### src/rtl/nibble_add_pkg.sv
`default_nettype none
// ============================================================================
// Module   : nibble_add_pkg
// Brief    : Shared types, constants and width legality helper for the
//            nibble-serial add/subtract sequencer.
// Revision : 1.0
// ============================================================================
package nibble_add_pkg;

   typedef enum logic [1:0] {
      IDLE = 2'd0,
      RUN  = 2'd1,
      DONE = 2'd2
   } state_e;

   localparam int NIBBLE_W = 4;

   // Returns the nibble count, or 0 when the width is not a legal operand size.
   function automatic int nib_count(input int width);
      if (((width % NIBBLE_W) != 0) || (width < 2 * NIBBLE_W)) begin
         return 0;
      end
      return width / NIBBLE_W;
   endfunction

endpackage
`default_nettype wire

### src/rtl/nibble_add_seq_if.sv
`default_nettype none
// ============================================================================
// Module   : nibble_add_seq_if
// Brief    : Request/result bundle between a controller and the sequencer.
// Revision : 1.0
// ============================================================================
interface nibble_add_seq_if #(
   parameter int WIDTH = 16
);
   logic             start;
   logic             sub;
   logic             cin;
   logic [WIDTH-1:0] a;
   logic [WIDTH-1:0] b;
   logic             ready;
   logic             done;
   logic [WIDTH-1:0] s;
   logic             cout;
   logic             ovf;

   modport master (
      output start, sub, cin, a, b,
      input  ready, done, s, cout, ovf
   );

   modport slave (
      input  start, sub, cin, a, b,
      output ready, done, s, cout, ovf
   );
endinterface
`default_nettype wire

### src/rtl/nibble_add_seq_full_adder_4b.sv
`default_nettype none
// ============================================================================
// Module   : full_adder_4b
// Brief    : 4-bit ripple-carry adder slice shared across all nibbles.
// Revision : 1.0
// ============================================================================
module full_adder_4b
   import nibble_add_pkg::*;
(
   input  wire logic [NIBBLE_W-1:0] a,
   input  wire logic [NIBBLE_W-1:0] b,
   input  wire logic                ci,
   output logic      [NIBBLE_W-1:0] s,
   output logic                     co
);
   logic [NIBBLE_W:0] c;

   assign c[0] = ci;

   for (genvar i = 0; i < NIBBLE_W; i++) begin : g_bit
      assign s[i]   = a[i] ^ b[i] ^ c[i];
      assign c[i+1] = (a[i] & b[i]) | (a[i] & c[i]) | (b[i] & c[i]);
   end

   assign co = c[NIBBLE_W];
endmodule
`default_nettype wire

### src/rtl/nibble_add_seq.sv
`default_nettype none
// ============================================================================
// Module   : nibble_add_seq
// Brief    : WIDTH-bit add/subtract computed one nibble per clock through a
//            single shared 4-bit ripple slice.
// Revision : 1.0
// ============================================================================
module nibble_add_seq
   import nibble_add_pkg::*;
#(
   parameter int WIDTH = 16
) (
   input  wire logic        clk,
   input  wire logic        rst,
   nibble_add_seq_if.slave  bus
);
   localparam int NIB   = nib_count(WIDTH);
   localparam int IDX_W = (NIB > 1) ? $clog2(NIB) : 1;

   if (NIB == 0) begin : g_bad_width
      $error("nibble_add_seq: WIDTH must be a multiple of 4 and >= 8");
   end

   state_e             state_q, state_d;
   logic [WIDTH-1:0]   op_a_q, op_a_d;
   logic [WIDTH-1:0]   op_b_q, op_b_d;
   logic [WIDTH-1:0]   s_q, s_d;
   logic [IDX_W-1:0]   idx_q, idx_d;
   logic               carry_q, carry_d;
   logic               cout_q, cout_d;
   logic               ovf_q, ovf_d;

   logic [NIBBLE_W-1:0] slice_a, slice_b, slice_s;
   logic                slice_co;

   assign slice_a = op_a_q[int'(idx_q)*NIBBLE_W +: NIBBLE_W];
   assign slice_b = op_b_q[int'(idx_q)*NIBBLE_W +: NIBBLE_W];

   full_adder_4b u_slice (
      .a  (slice_a),
      .b  (slice_b),
      .ci (carry_q),
      .s  (slice_s),
      .co (slice_co)
   );

   always_comb begin
      state_d = state_q;
      op_a_d  = op_a_q;
      op_b_d  = op_b_q;
      s_d     = s_q;
      idx_d   = idx_q;
      carry_d = carry_q;
      cout_d  = cout_q;
      ovf_d   = ovf_q;
      case (state_q)
         IDLE: begin
            if (bus.start) begin
               // Subtraction is a + ~b + 1, so the +1 rides in on the carry.
               op_a_d  = bus.a;
               op_b_d  = bus.sub ? ~bus.b : bus.b;
               carry_d = bus.sub ? 1'b1 : bus.cin;
               idx_d   = '0;
               s_d     = '0;
               cout_d  = 1'b0;
               ovf_d   = 1'b0;
               state_d = RUN;
            end
         end
         RUN: begin
            s_d[int'(idx_q)*NIBBLE_W +: NIBBLE_W] = slice_s;
            carry_d = slice_co;
            if (idx_q == IDX_W'(NIB - 1)) begin
               // Carry out is registered here so it is already valid during DONE.
               cout_d  = slice_co;
               ovf_d   = slice_a[NIBBLE_W-1] ^ slice_b[NIBBLE_W-1]
                       ^ slice_s[NIBBLE_W-1] ^ slice_co;
               state_d = DONE;
            end else begin
               idx_d = idx_q + IDX_W'(1);
            end
         end
         DONE: begin
            state_d = IDLE;
         end
         default: begin
            state_d = IDLE;
         end
      endcase
   end

   always_ff @(posedge clk) begin
      if (rst) begin
         state_q <= IDLE;
         op_a_q  <= '0;
         op_b_q  <= '0;
         s_q     <= '0;
         idx_q   <= '0;
         carry_q <= 1'b0;
         cout_q  <= 1'b0;
         ovf_q   <= 1'b0;
      end else begin
         state_q <= state_d;
         op_a_q  <= op_a_d;
         op_b_q  <= op_b_d;
         s_q     <= s_d;
         idx_q   <= idx_d;
         carry_q <= carry_d;
         cout_q  <= cout_d;
         ovf_q   <= ovf_d;
      end
   end

   assign bus.ready = (state_q == IDLE);
   assign bus.done  = (state_q == DONE);
   assign bus.s     = s_q;
   assign bus.cout  = cout_q;
   assign bus.ovf   = ovf_q;
endmodule
`default_nettype wire
### src/flat_wrapper.sv
// flat-port wrapper written by rule: the top's interface ports become plain ports
module nibble_add_seq_flat import nibble_add_pkg::*;
#(
   parameter int WIDTH = 16
)
  (clk, rst, bus_start, bus_sub, bus_cin, bus_a, bus_b, bus_ready, bus_done, bus_s, bus_cout, bus_ovf);
  nibble_add_seq_if #(.WIDTH(WIDTH)) bus_i ();
  input  wire logic clk;
  input  wire logic rst;
  input wire logic [$bits(bus_i.start)-1:0] bus_start;
  input wire logic [$bits(bus_i.sub)-1:0] bus_sub;
  input wire logic [$bits(bus_i.cin)-1:0] bus_cin;
  input wire logic [$bits(bus_i.a)-1:0] bus_a;
  input wire logic [$bits(bus_i.b)-1:0] bus_b;
  output wire logic [$bits(bus_i.ready)-1:0] bus_ready;
  output wire logic [$bits(bus_i.done)-1:0] bus_done;
  output wire logic [$bits(bus_i.s)-1:0] bus_s;
  output wire logic [$bits(bus_i.cout)-1:0] bus_cout;
  output wire logic [$bits(bus_i.ovf)-1:0] bus_ovf;
  assign bus_i.start = bus_start;
  assign bus_i.sub = bus_sub;
  assign bus_i.cin = bus_cin;
  assign bus_i.a = bus_a;
  assign bus_i.b = bus_b;
  assign bus_ready = bus_i.ready;
  assign bus_done = bus_i.done;
  assign bus_s = bus_i.s;
  assign bus_cout = bus_i.cout;
  assign bus_ovf = bus_i.ovf;
  nibble_add_seq #(.WIDTH(WIDTH)) u_core (.clk(clk), .rst(rst), .bus(bus_i));
endmodule
### config.mk
export PLATFORM = sky130hd
export DESIGN_NAME = nibble_add_seq_flat
export DESIGN_NICKNAME = d
export VERILOG_FILES = /design/src/rtl/nibble_add_pkg.sv /design/src/rtl/nibble_add_seq_if.sv /design/src/rtl/nibble_add_seq_full_adder_4b.sv /design/src/rtl/nibble_add_seq.sv /design/src/flat_wrapper.sv
export SDC_FILE = /design/constraint.sdc
export NUM_CORES = 1
export LEC_CHECK = 0
export CAP_MARGIN = 20
export CORE_ASPECT_RATIO = 0.9
export CORE_UTILIZATION = 41
export DETAILED_ROUTE_END_ITERATION = 12
export PLACE_DENSITY = 0.69
export SYNTH_ARGS = -nofsm -noshare
export SYNTH_HDL_FRONTEND = slang
export SYNTH_HIERARCHICAL = 1
export SYNTH_SLANG_ARGS = --single-unit
### constraint.sdc
create_clock -name clk -period 5.9 [get_ports clk]
set_input_delay 0.885 -clock clk [delete_from_list [all_inputs] [get_ports clk]]
set_output_delay 0.885 -clock clk [all_outputs]
set_load 0.01 [all_outputs]
==> results of run 1 <==
## flip-flops by register name, indices dropped and copies added, names as in the netlist
register	count
u_core/op_b_q	16
u_core/carry_q	1
u_core/idx_q	2
u_core/bus.ovf	1
u_core/op_a_q	16
u_core/bus.cout	1
u_core/bus.s	16
u_core/state_q	2
## cells by family (layout without fill, tap and decap cells)
kind of cell             after synthesis  count (layout)  synth area share
AO/OA/AOI/OAI                         63              63             0.162
XOR/XNOR                              18              18            0.0653
adder cells (fa/ha/maj)               10              10            0.0591
buffers and inverters                 33              81            0.0543
flip-flops                            55              55             0.419
multiplexers                           9               9            0.0729
AND/OR/NAND/NOR                       93              93             0.167
## critical path, delay by kind of cell (launching register included)
| family | cells | cell delay [ns] |
|---|---|---|
| multiplexers | 1 | 0.39 |
| flip-flops | 1 | 0.70 |
| AND/OR/NAND/NOR | 1 | 0.09 |
| AO/OA/AOI/OAI | 1 | 0.05 |
| adder cells (fa/ha/maj) | 4 | 1.31 |
| XOR/XNOR | 2 | 0.38 |
| buffers and inverters | 4 | 0.40 |
## cell type report
cell class / count / area (um^2) / share of cell area
Multi-Input combinational cell: 193 / 1380 / 0.414
Tap cell: 87 / 109 / 0.0326
Clock inverter: 2 / 38.8 / 0.0116
Inverter: 15 / 56.3 / 0.0169
Timing Repair Buffer: 58 / 571 / 0.171
Sequential cell: 55 / 1100 / 0.330
Clock buffer: 6 / 82.6 / 0.0247
## cells in the final DEF, fill, tap and decap left out
| cell type | n |
|---|---|
| nand2_1 | 43 |
| nand2b_1 | 3 |
| buf_2 | 1 |
| dfxtp_1 | 55 |
| o22ai_1 | 1 |
| xnor3_1 | 1 |
| inv_1 | 14 |
| xnor2_1 | 17 |
| mux2_1 | 1 |
| o21ai_2 | 1 |
| nor3b_2 | 1 |
| a211oi_1 | 16 |
| inv_2 | 1 |
| a21oi_1 | 17 |
| a22oi_1 | 19 |
| nor4_4 | 3 |
| ha_1 | 6 |
| nor3b_1 | 1 |
| o21ai_1 | 2 |
| buf_4 | 2 |
| o21ai_0 | 1 |
| a21o_1 | 4 |
| clkdlybuf4s50_1 | 55 |
| inv_6 | 1 |
| mux4_2 | 8 |
| a32oi_1 | 1 |
| nor2_1 | 39 |
| and2_1 | 1 |
| fa_1 | 4 |
| clkbuf_8 | 6 |
| nand2b_2 | 1 |
| a22o_1 | 1 |
| nor4_2 | 1 |
| bufinv_16 | 1 |
## path summary, 6_finish.rpt
kind | end | depth (start not counted)
max reg2reg | u_core/bus.ovf | 13
min reg2reg | u_core/op_a_q[8] | 2
max | u_core/bus.ovf | 13
min | u_core/op_a_q[8] | 2
## power breakdown
part           switching (mW)  total, mW  internal (mW)
combinational          0.0718      0.142         0.0706
sequential             0.0132      0.403          0.390
clock                   0.122      0.262          0.140
total                   0.207      0.807          0.600
## metrics by stage
step | std cells | worst slack, ns | power (mW) | hold WS [ns] | cell area, um^2
after floorplan | 281 | 2.54 | 0.503 | 0.433 | 2630
after global placement | 408 | 2.57 | 0.553 | 0.448 | 3220
after detailed placement | 408 | 2.46 | 0.556 | 0.445 | 3220
after CTS | 416 | 2.46 | 0.816 | 0.459 | 3340
after global routing | 416 | 2.29 | 0.850 | 0.482 | 3340
final | 416 | 2.48 | 0.807 | 0.461 | 3340
## layer usage
layer | vias to the layer above | routed length [um] | share of wire | GRT usage
met5 | - | 0 | 0 | 0
met4 | 0 | 40 | 0.0074 | 0.0450
met3 | 4 | 227 | 0.042 | 0.0383
met2 | 54 | 2590 | 0.48 | 0.287
met1 | 973 | 2530 | 0.47 | 0.234
li1 | 1051 | - | - | -
==> run_results.csv, run 1 <==
group,metric,value,unit
cts,clkSinkCount,55,
critical_path,cp_max_fo,14,
placement,dp_hpwl,3890,um
grt,grt_pass1_wl,9310,um
routing,avgRoutedWirePerCell,13.0,um
pwr,ir_drop,115,uV
timing,tightest_slew,0.977,ns
logic_synthesis,ys_ff_latch,55,
logic_synthesis,syn_avg_cell_area,9.34,um^2
timing,rsz0062_at_grt,"no",
die,die_x,86.3,um
die,num_rows,27,
timing,slew_headroom,0.349,
cells_and_area,final.fill_count,581,
worst_hold_path,hp-class,"flop to flop",
placement,port_buffers,56,
cts,tritoncts,"built",
timing,skew,0.00631,ns
logic_synthesis,synth_top_area_cell,"dfxtp_1",
cells_and_area,drive_above_1_share,0.0821,
flow_run,max-cap-violations,0,
pwr,p_per_area,242,nW/um^2
critical_path,endpoint_kind,"flop",
timing,setup_tns,0,ns
worst_hold_path,worstHoldStart,"u_core/op_a_q[8]",
cts,insertion_delay,0.31,ns
cts,h-tree-depth,2,
routing,viasPerCell,5.00,
logic_synthesis,yosysTopAreaCellShare,0.419,
critical_path,critPathRequiredTime,6.11,ns
cts,cts_max_path_buffers,2,
die,die_area,6730,um^2
grt,grt-ovfl-total,0,
cts,ctsRootBufferMaster,"clkbuf_8",
critical_path,cp-startpoint,"u_core/idx_q[1]",
routing,routed_wirelength,5390,um
logic_synthesis,synth-main-ff-cell,"dfxtp_1",
cts,clkTransAtPathRegs,0.10,ns
critical_path,path_cells,"mux4_2 > inv_1 > fa_1 > inv_1 > fa_1 > fa_1 > inv_1 > fa_1 > inv_1 > xnor2_1 > xnor3_1 > nand2_1 > o21ai_2",
timing,finalCritPeriodShare,0.580,
grt,grt_start_max_net_pins,56,
cells_and_area,areaGrowthSynthToFinish,27.2,%
die,start_util,0.427,
critical_path,crit_arrival,3.63,ns
logic_synthesis,syn_area,2630,um^2
critical_path,cpMaxStageDelayCell,"dfxtp_1",
critical_path,r2r-start,"u_core/idx_q[1]",
logic_synthesis,synthMostInstantiatedCell,"dfxtp_1",
routing,ant_nets,0,
logic_synthesis,synth_warnings,6,
die,core_area,6150,um^2
logic_synthesis,syn_inst,281,
timing,slew_viol_final,0,
critical_path,worstSetupPathType,"flop to flop",
logic_synthesis,netlist_top_cells_area,"dfxtp_1 42%, mux4_2 6.9%, nand2_1 6.1%, xnor2_1 5.7%, nor2_1 5.6%",
logic_synthesis,synthDistinctLibCells,31,
cts,cts_buffers,5,
grt,grt_pass1_vias,2005,
grt,antenna_found_initial,0,
logic_synthesis,synth_edf_count,0,
cells_and_area,final_util,0.543,
die,pin_count,57,
critical_path,max_stage_delay,0.70,ns
routing,vias,2082,
critical_path,critPathLaunchType,"flop",
critical_path,reg2reg_slack,2.48,ns
pwr,p_leak,1.21,nW
placement,place_congestion,0.796,
grt,grt_use_total,0.175,
timing,fmax,0.292,GHz
cts,post_cts_buffers,0,
logic_synthesis,synth_nets,328,
logic_synthesis,yosysSeqAreaShare,0.419,
timing,fin_crit,3.42,ns
cts,hold_buffers,0,
logic_synthesis,synth_commonest_cells,"55 x dfxtp_1, 43 x nand2_1, 39 x nor2_1, 19 x a22oi_1",
run_status,status,"completed",
cells_and_area,nets,375,
cts,cts_resized,0,
routing,drt-initial-drc-count,59,
die,die_h,77.9,um
timing,hold_viol_final,0,
logic_synthesis,async_flop_share,0,
routing,drt_pass1_iterations,5,
cells_and_area,num_antenna_cells,0,
timing,setup_viol,0,
routing,drcViolationCount,0,
Note: power is estimated with default switching activity, not from simulation.
==> inputs of run 2 (changes only) <==
PLACE_DENSITY = 0.71   (was 0.69)
clock period = 2.8 ns   (was 5.9 ns; I/O delays follow)
==> run 2 against run 1 <==
Compared with the run above:
- the run now ends with setup timing left
- global-route usage about the same
- sequential power increased by 110%
- via count increased by 1.7%
- total power increased by 110%
- cell count increased by 2.2%
- critical path type unchanged
==> run_results.csv, run 2 (same netlist as run 1, synthesis figures left out) <==
group,metric,value,unit
cells_and_area,drive_above_1_share,0.127,
pwr,ir_drop,232,uV
timing,slew_viol_final,0,
timing,layout_setup_ws,-0.202,ns
cells_and_area,layout_commonest_cell,"clkdlybuf4s50_1",
placement,port_buffers,56,
timing,whs,0.457,ns
cts,insertion_delay,0.31,ns
die,num_rows,27,
cells_and_area,stdcell_count,425,
cells_and_area,areaGrowthSynthToFinish,29.6,%
timing,skew,0.00591,ns
die,core_area,6150,um^2
flow_run,max-cap-violations,0,
cts,cts_max_path_buffers,2,
die,die_area,6730,um^2
pwr,p_per_area,487,nW/um^2
cells_and_area,nets,384,
critical_path,crit_buf_inv,4,
grt,grt-ovfl-total,0,
pwr,p_leak,1.24,nW
routing,drt_pass1_iterations,4,
die,pin_count,57,
routing,viasPerCell,4.98,
critical_path,critPathTopFamily,"adder cells",
worst_hold_path,whs_path_depth,2,
timing,setup_viol,5,
critical_path,crit_top_cell,"inv_2",
cells_and_area,final_cell_mix,"55 x clkdlybuf4s50_1, 54 x dfxtp_1, 43 x nand2_1",
routing,avgRoutedWirePerCell,12.8,um
cts,clkSinkCount,55,
routing,ant_nets,0,
critical_path,max_stage_delay,0.50,ns
placement,dp.cells,416,
cts,ctsRootBufferMaster,"clkbuf_8",
worst_hold_path,hold_end,"u_core/op_a_q[14]",
grt,antenna_found_initial,0,
grt,grt_use_total,0.175,
worst_hold_path,worstHoldStart,"u_core/op_a_q[14]",
timing,hold_viol_final,0,
run_status,violations,"setup timing",
cts,tritoncts,"built",
critical_path,endpoint_kind,"flop",
cts,clkTransAtPathRegs,0.09,ns
routing,drt-initial-drc-count,124,
die,die_x,86.3,um
routing,vias,2118,
critical_path,crit_arrival,3.22,ns
cells_and_area,num_antenna_cells,0,
cells_and_area,final.fill_count,574,
grt,grt_pass1_wl,9120,um
critical_path,cp_max_fo,4,
critical_path,critPathRequiredTime,3.01,ns
grt,grt_pass1_vias,1972,
routing,routed_wirelength,5440,um
pwr,power,1.66,mW
timing,rsz0062_at_grt,"yes",
worst_hold_path,hp-class,"flop to flop",
routing,drcViolationCount,0,
timing,finalCritPeriodShare,1.07,
placement,dp_hpwl,3980,um
cts,h-tree-depth,2,
critical_path,worstSetupPathType,"flop to flop",
cts,hold_buffers,0,
run_status,status,"finished, violations left",
timing,fmax,0.333,GHz
critical_path,reg2reg_slack,-0.20,ns
timing,tightest_slew,0.512,ns
placement,place_congestion,0.830,
timing,fin_crit,3.00,ns
grt,grt_start_max_net_pins,49,
cells_and_area,final_util,0.553,
cts,cts_buffers,5,
critical_path,ff2ff_path_depth,13,
critical_path,critPathLaunchType,"flop",
timing,slew_headroom,0.658,
die,start_util,0.427,
critical_path,r2r-end,"u_core/bus.ovf",
critical_path,r2r-start,"u_core/idx_q[0]",
placement,post-place-ws,-0.198,ns
critical_path,path_cells,"mux4_2 > inv_2 > fa_1 > inv_1 > fa_2 > fa_2 > inv_2 > fa_1 > inv_2 > xnor2_1 > xnor3_1 > nand2_1 > o21ai_2",
critical_path,cpMaxStageDelayCell,"mux4_2",
die,die_h,77.9,um
run 2: changes by cell type in the layout (fill, tap and decap cells not counted), sizes merged:
| cell | previous run | this run |
|---|---|---|
| buf | 3 | 12 |
| bufinv | 1 | 0 |
| clkbuf | 6 | 7 |
| clkinvlp | 0 | 1 |
| inv | 16 | 15 |
run 2: timing repair:
item                                    in CTS  in global routing
pin swaps                                    1                  3
setup buffers                                0                  1
endpoints found under the setup margin       5                  5
gates resized for setup                      1                  1
run 2: worst max path at each step:
stage                           to       startpoint  slack, ns  cells past startpoint
floorplan           u_core/bus.ovf  u_core/idx_q[0]      -0.30                     14
global placement    u_core/bus.ovf  u_core/idx_q[0]      -0.14                     13
detailed placement  u_core/bus.ovf  u_core/idx_q[0]      -0.20                     13
CTS                 u_core/bus.ovf  u_core/idx_q[0]      -0.21                     13
global route        u_core/bus.ovf  u_core/idx_q[0]      -0.33                     13
finish              u_core/bus.ovf  u_core/idx_q[0]      -0.20                     13
run 2: layer usage:
layer	wire length, um	vias to the layer above	GRT usage
met2	2710	63	0.293
met3	255	5	0.0404
li1	-	1073	-
met5	0	-	0
met1	2420	977	0.219
met4	50	0	0.0650
run 2: report_power, final:
group	switching (mW)	internal, mW	total [mW]	leakage [nW]
logic	0.164	0.168	0.331	0.737
clock network	0.254	0.225	0.480	0.0505
registers	0.0240	0.821	0.845	0.451
total	0.442	1.21	1.66	1.24
run 2: metrics by stage:
stage          setup TNS (ns)  instance area (um^2)
6_report               -0.483                  3400
5_1_grt                 -1.07                  3400
4_1_cts                -0.230                  3390
3_5_place_dp           -0.198                  3290
3_3_place_gp           -0.143                  3290
2_1_floorplan          -0.299                  2640
run 2: area by class of cell:
cell class              instances  area (um^2)  area share
well taps                      87          109      0.0320
flip-flops and latches         55         1100       0.325
inverters                      15         56.3      0.0166
repair buffers                 67          642       0.189
clock buffers                   7         96.3      0.0283
multi-input cells             193         1390       0.408
clock inverters                 1         7.51     0.00221
run 2: worst register-to-register path, cell delays in order, from the launching register on:
cell and delay [ns]:
dfxtp_4 0.38, mux4_2 0.50, inv_2 0.08, fa_1 0.16, inv_1 0.05, fa_2 0.34
fa_2 0.35, inv_2 0.06, fa_1 0.41, inv_2 0.08, xnor2_1 0.12, xnor3_1 0.23
nand2_1 0.08, o21ai_2 0.05
==> inputs of run 3 (changes only) <==
CORE_MARGIN = 4   (was default)
CTS_BUF_LIST = sky130_fd_sc_hd__clkbuf_8   (was default)
==> run 3 against run 2 <==
Compared with the run above:
- critical path type unchanged
- via count shrank 1.2%
- die area grew 15%
- final area grew 0.66%
- sequential cell count is the same
- the run still ends with setup timing left
- hold slack gained 0.0013 ns
- sequential power is essentially flat
- core utilization grew 0.062 points
==> run_results.csv, run 3 (same netlist as run 1, synthesis figures left out) <==
group,metric,value,unit
critical_path,critPathLaunchType,"flop",
die,pin_count,57,
cts,post_cts_buffers,0,
critical_path,cpMaxStageDelayCell,"mux4_2",
cells_and_area,areaGrowthSynthToFinish,30.5,%
routing,drcViolationCount,0,
routing,ant_nets,0,
critical_path,reg2reg_slack,-0.17,ns
critical_path,r2r-start,"u_core/idx_q[0]",
critical_path,critPathTopFamily,"adder cells",
routing,drt_pass1_iterations,4,
routing,dr_wl_met2,2630,um
placement,port_buffers,56,
critical_path,cp-startpoint,"u_core/idx_q[0]",
routing,vias,2093,
pwr,p_int,1.34,mW
critical_path,crit_buf_inv,4,
critical_path,crit_cells,13,
die,core_area,6180,um^2
pwr,ir_drop,258,uV
pwr,p_switching,439,uW
die,start_util,0.425,
placement,post-place-ws,-0.174,ns
grt,grt_pass1_vias,2065,
timing,slew_headroom,0.574,
die,die_x,92.3,um
critical_path,r2r-end,"u_core/bus.ovf",
grt,grt-ovfl-total,0,
routing,dr.max_layer_used,"met4",
pwr,clkPwrFrac,0.341,
timing,setup_tns,-0.175,ns
placement,dpl-instance-area,3280,um^2
cells_and_area,stdcell_count,422,
pwr,comb_power_share,0.183,
cells_and_area,fin_area,3420,um^2
critical_path,worstSetupPathType,"flop to flop",
grt,grt_start_max_net_pins,38,
cts,tritoncts,"built",
cts,cts_max_path_buffers,2,
cts,clkSinkCount,55,
timing,hold_viol_final,0,
placement,dp.cells,414,
cts,insertion_delay,0.31,ns
die,die_area,7750,um^2
grt,grt_pass1_wl,9690,um
cts,hold_buffers,0,
routing,avgRoutedWirePerCell,13.4,um
timing,fin_crit,2.97,ns
routing,dr_wl_met3,279,um
cts,h-tree-depth,2,
run_status,status,"finished, violations left",
critical_path,crit_path_end,"u_core/bus.ovf",
cells_and_area,final_cell_mix,"55 x clkdlybuf4s50_1, 54 x dfxtp_1, 43 x nand2_1",
timing,rsz0062_at_grt,"yes",
critical_path,ff2ff_path_depth,13,
cts,ctsRootBufferMaster,"clkbuf_8",
grt,grt_use_total,0.153,
critical_path,path_cells,"mux4_2 > inv_2 > fa_1 > inv_1 > fa_2 > fa_2 > inv_2 > fa_1 > inv_2 > xnor2_2 > xnor3_1 > nand2_1 > o21ai_2",
placement,dp_hpwl,4280,um
timing,slew_viol_final,0,
flow_run,max-cap-violations,0,
critical_path,cp_max_fo,4,
critical_path,endpoint_kind,"flop",
routing,routed_wirelength,5630,um
pwr,p_leak,1.25,nW
pwr,p_per_area,520,nW/um^2
timing,finalCritPeriodShare,1.06,
run_status,violations,"setup timing",
cells_and_area,nets,381,
timing,fmax,0.336,GHz
pwr,sw_frac_of_total,0.247,
critical_path,max_stage_delay,0.50,ns
cts,clkTransAtPathRegs,0.09,ns
routing,viasPerCell,4.96,
cells_and_area,final_util,0.554,
timing,whs,0.459,ns
cells_and_area,layout_commonest_cell,"clkdlybuf4s50_1",
routing,drt-initial-drc-count,106,
timing,setup_viol,1,
timing,tightest_slew,0.638,ns
grt,antenna_found_initial,0,
pwr,p_seq_frac,0.476,
die,die_h,83.9,um
timing,layout_setup_ws,-0.175,ns
critical_path,crit_top_cell,"inv_2",
cells_and_area,drive_above_1_share,0.122,
critical_path,critPathRequiredTime,3.01,ns
die,num_rows,27,
critical_path,crit_arrival,3.18,ns
cells_and_area,num_antenna_cells,0,
routing,wl_met1,2640,um
pwr,power,1.78,mW
worst_hold_path,hp-class,"flop to flop",
timing,skew,0.00743,ns
cts,cts_buffers,5,
placement,place_congestion,0.872,
==> run 3: changes by cell type in the layout (fill, tap and decap cells not counted) <==
cell	change
buf_12	+1
buf_4	-3
buf_6	-1
bufinv_16	+2
clkbuf_8	-2
clkinvlp_4	-1
inv_2	+1
xnor2_1	-1
xnor2_2	+1
==> run 3: metal layers <==
layer  track usage  vias up
met5             0        -
met3        0.0352        7
li1              -     1071
met1         0.198      967
met4        0.0513        0
met2         0.250       48
==> run 3: area by class of cell <==
class	count	area, um^2
clock buffer	5	68.8
sequential	55	1100
fill	553	2760
clock inverter	3	63.8
timing repair buffer	64	628
inverter	15	56.3
multi-input combinational	193	1390
tap	87	109
==> run 3: worst min-delay path by stage <==
stage                            from           endpoint  slack [ns]  cells past startpoint
floorplan           u_core/op_a_q[10]  u_core/op_a_q[10]        0.43                      2
global placement    u_core/op_a_q[15]  u_core/op_a_q[15]        0.45                      2
detailed placement  u_core/op_a_q[14]  u_core/op_a_q[14]        0.45                      2
CTS                 u_core/op_a_q[12]  u_core/op_a_q[12]        0.46                      2
global route         u_core/op_a_q[8]   u_core/op_a_q[8]        0.49                      2
finish               u_core/op_a_q[0]   u_core/op_a_q[0]        0.46                      2
==> run 3: what timing repair did <==
action,4_1_cts,5_1_grt
pin swaps,0,1
endpoints found under the setup margin,1,7
gates resized for setup,2,1
==> run 3: power by group through the flow <==
stage / logic [mW] / registers, mW / clock network [mW]
2_1_floorplan: 0.209 / 0.857 / 0
3_3_place_gp: 0.319 / 0.864 / 0
5_1_grt: 0.358 / 0.854 / 0.651
6_report: 0.326 / 0.848 / 0.606
4_1_cts: 0.327 / 0.848 / 0.611
3_5_place_dp: 0.322 / 0.866 / 0
==> run 3: worst register-to-register path, stage by stage, from the launching register on <==
cell and delay [ns]:
dfxtp_4 0.39, mux4_2 0.50, inv_2 0.08, fa_1 0.16
inv_1 0.05, fa_2 0.34, fa_2 0.35, inv_2 0.06
fa_1 0.42, inv_2 0.09, xnor2_2 0.11, xnor3_1 0.22
nand2_1 0.08, o21ai_2 0.05
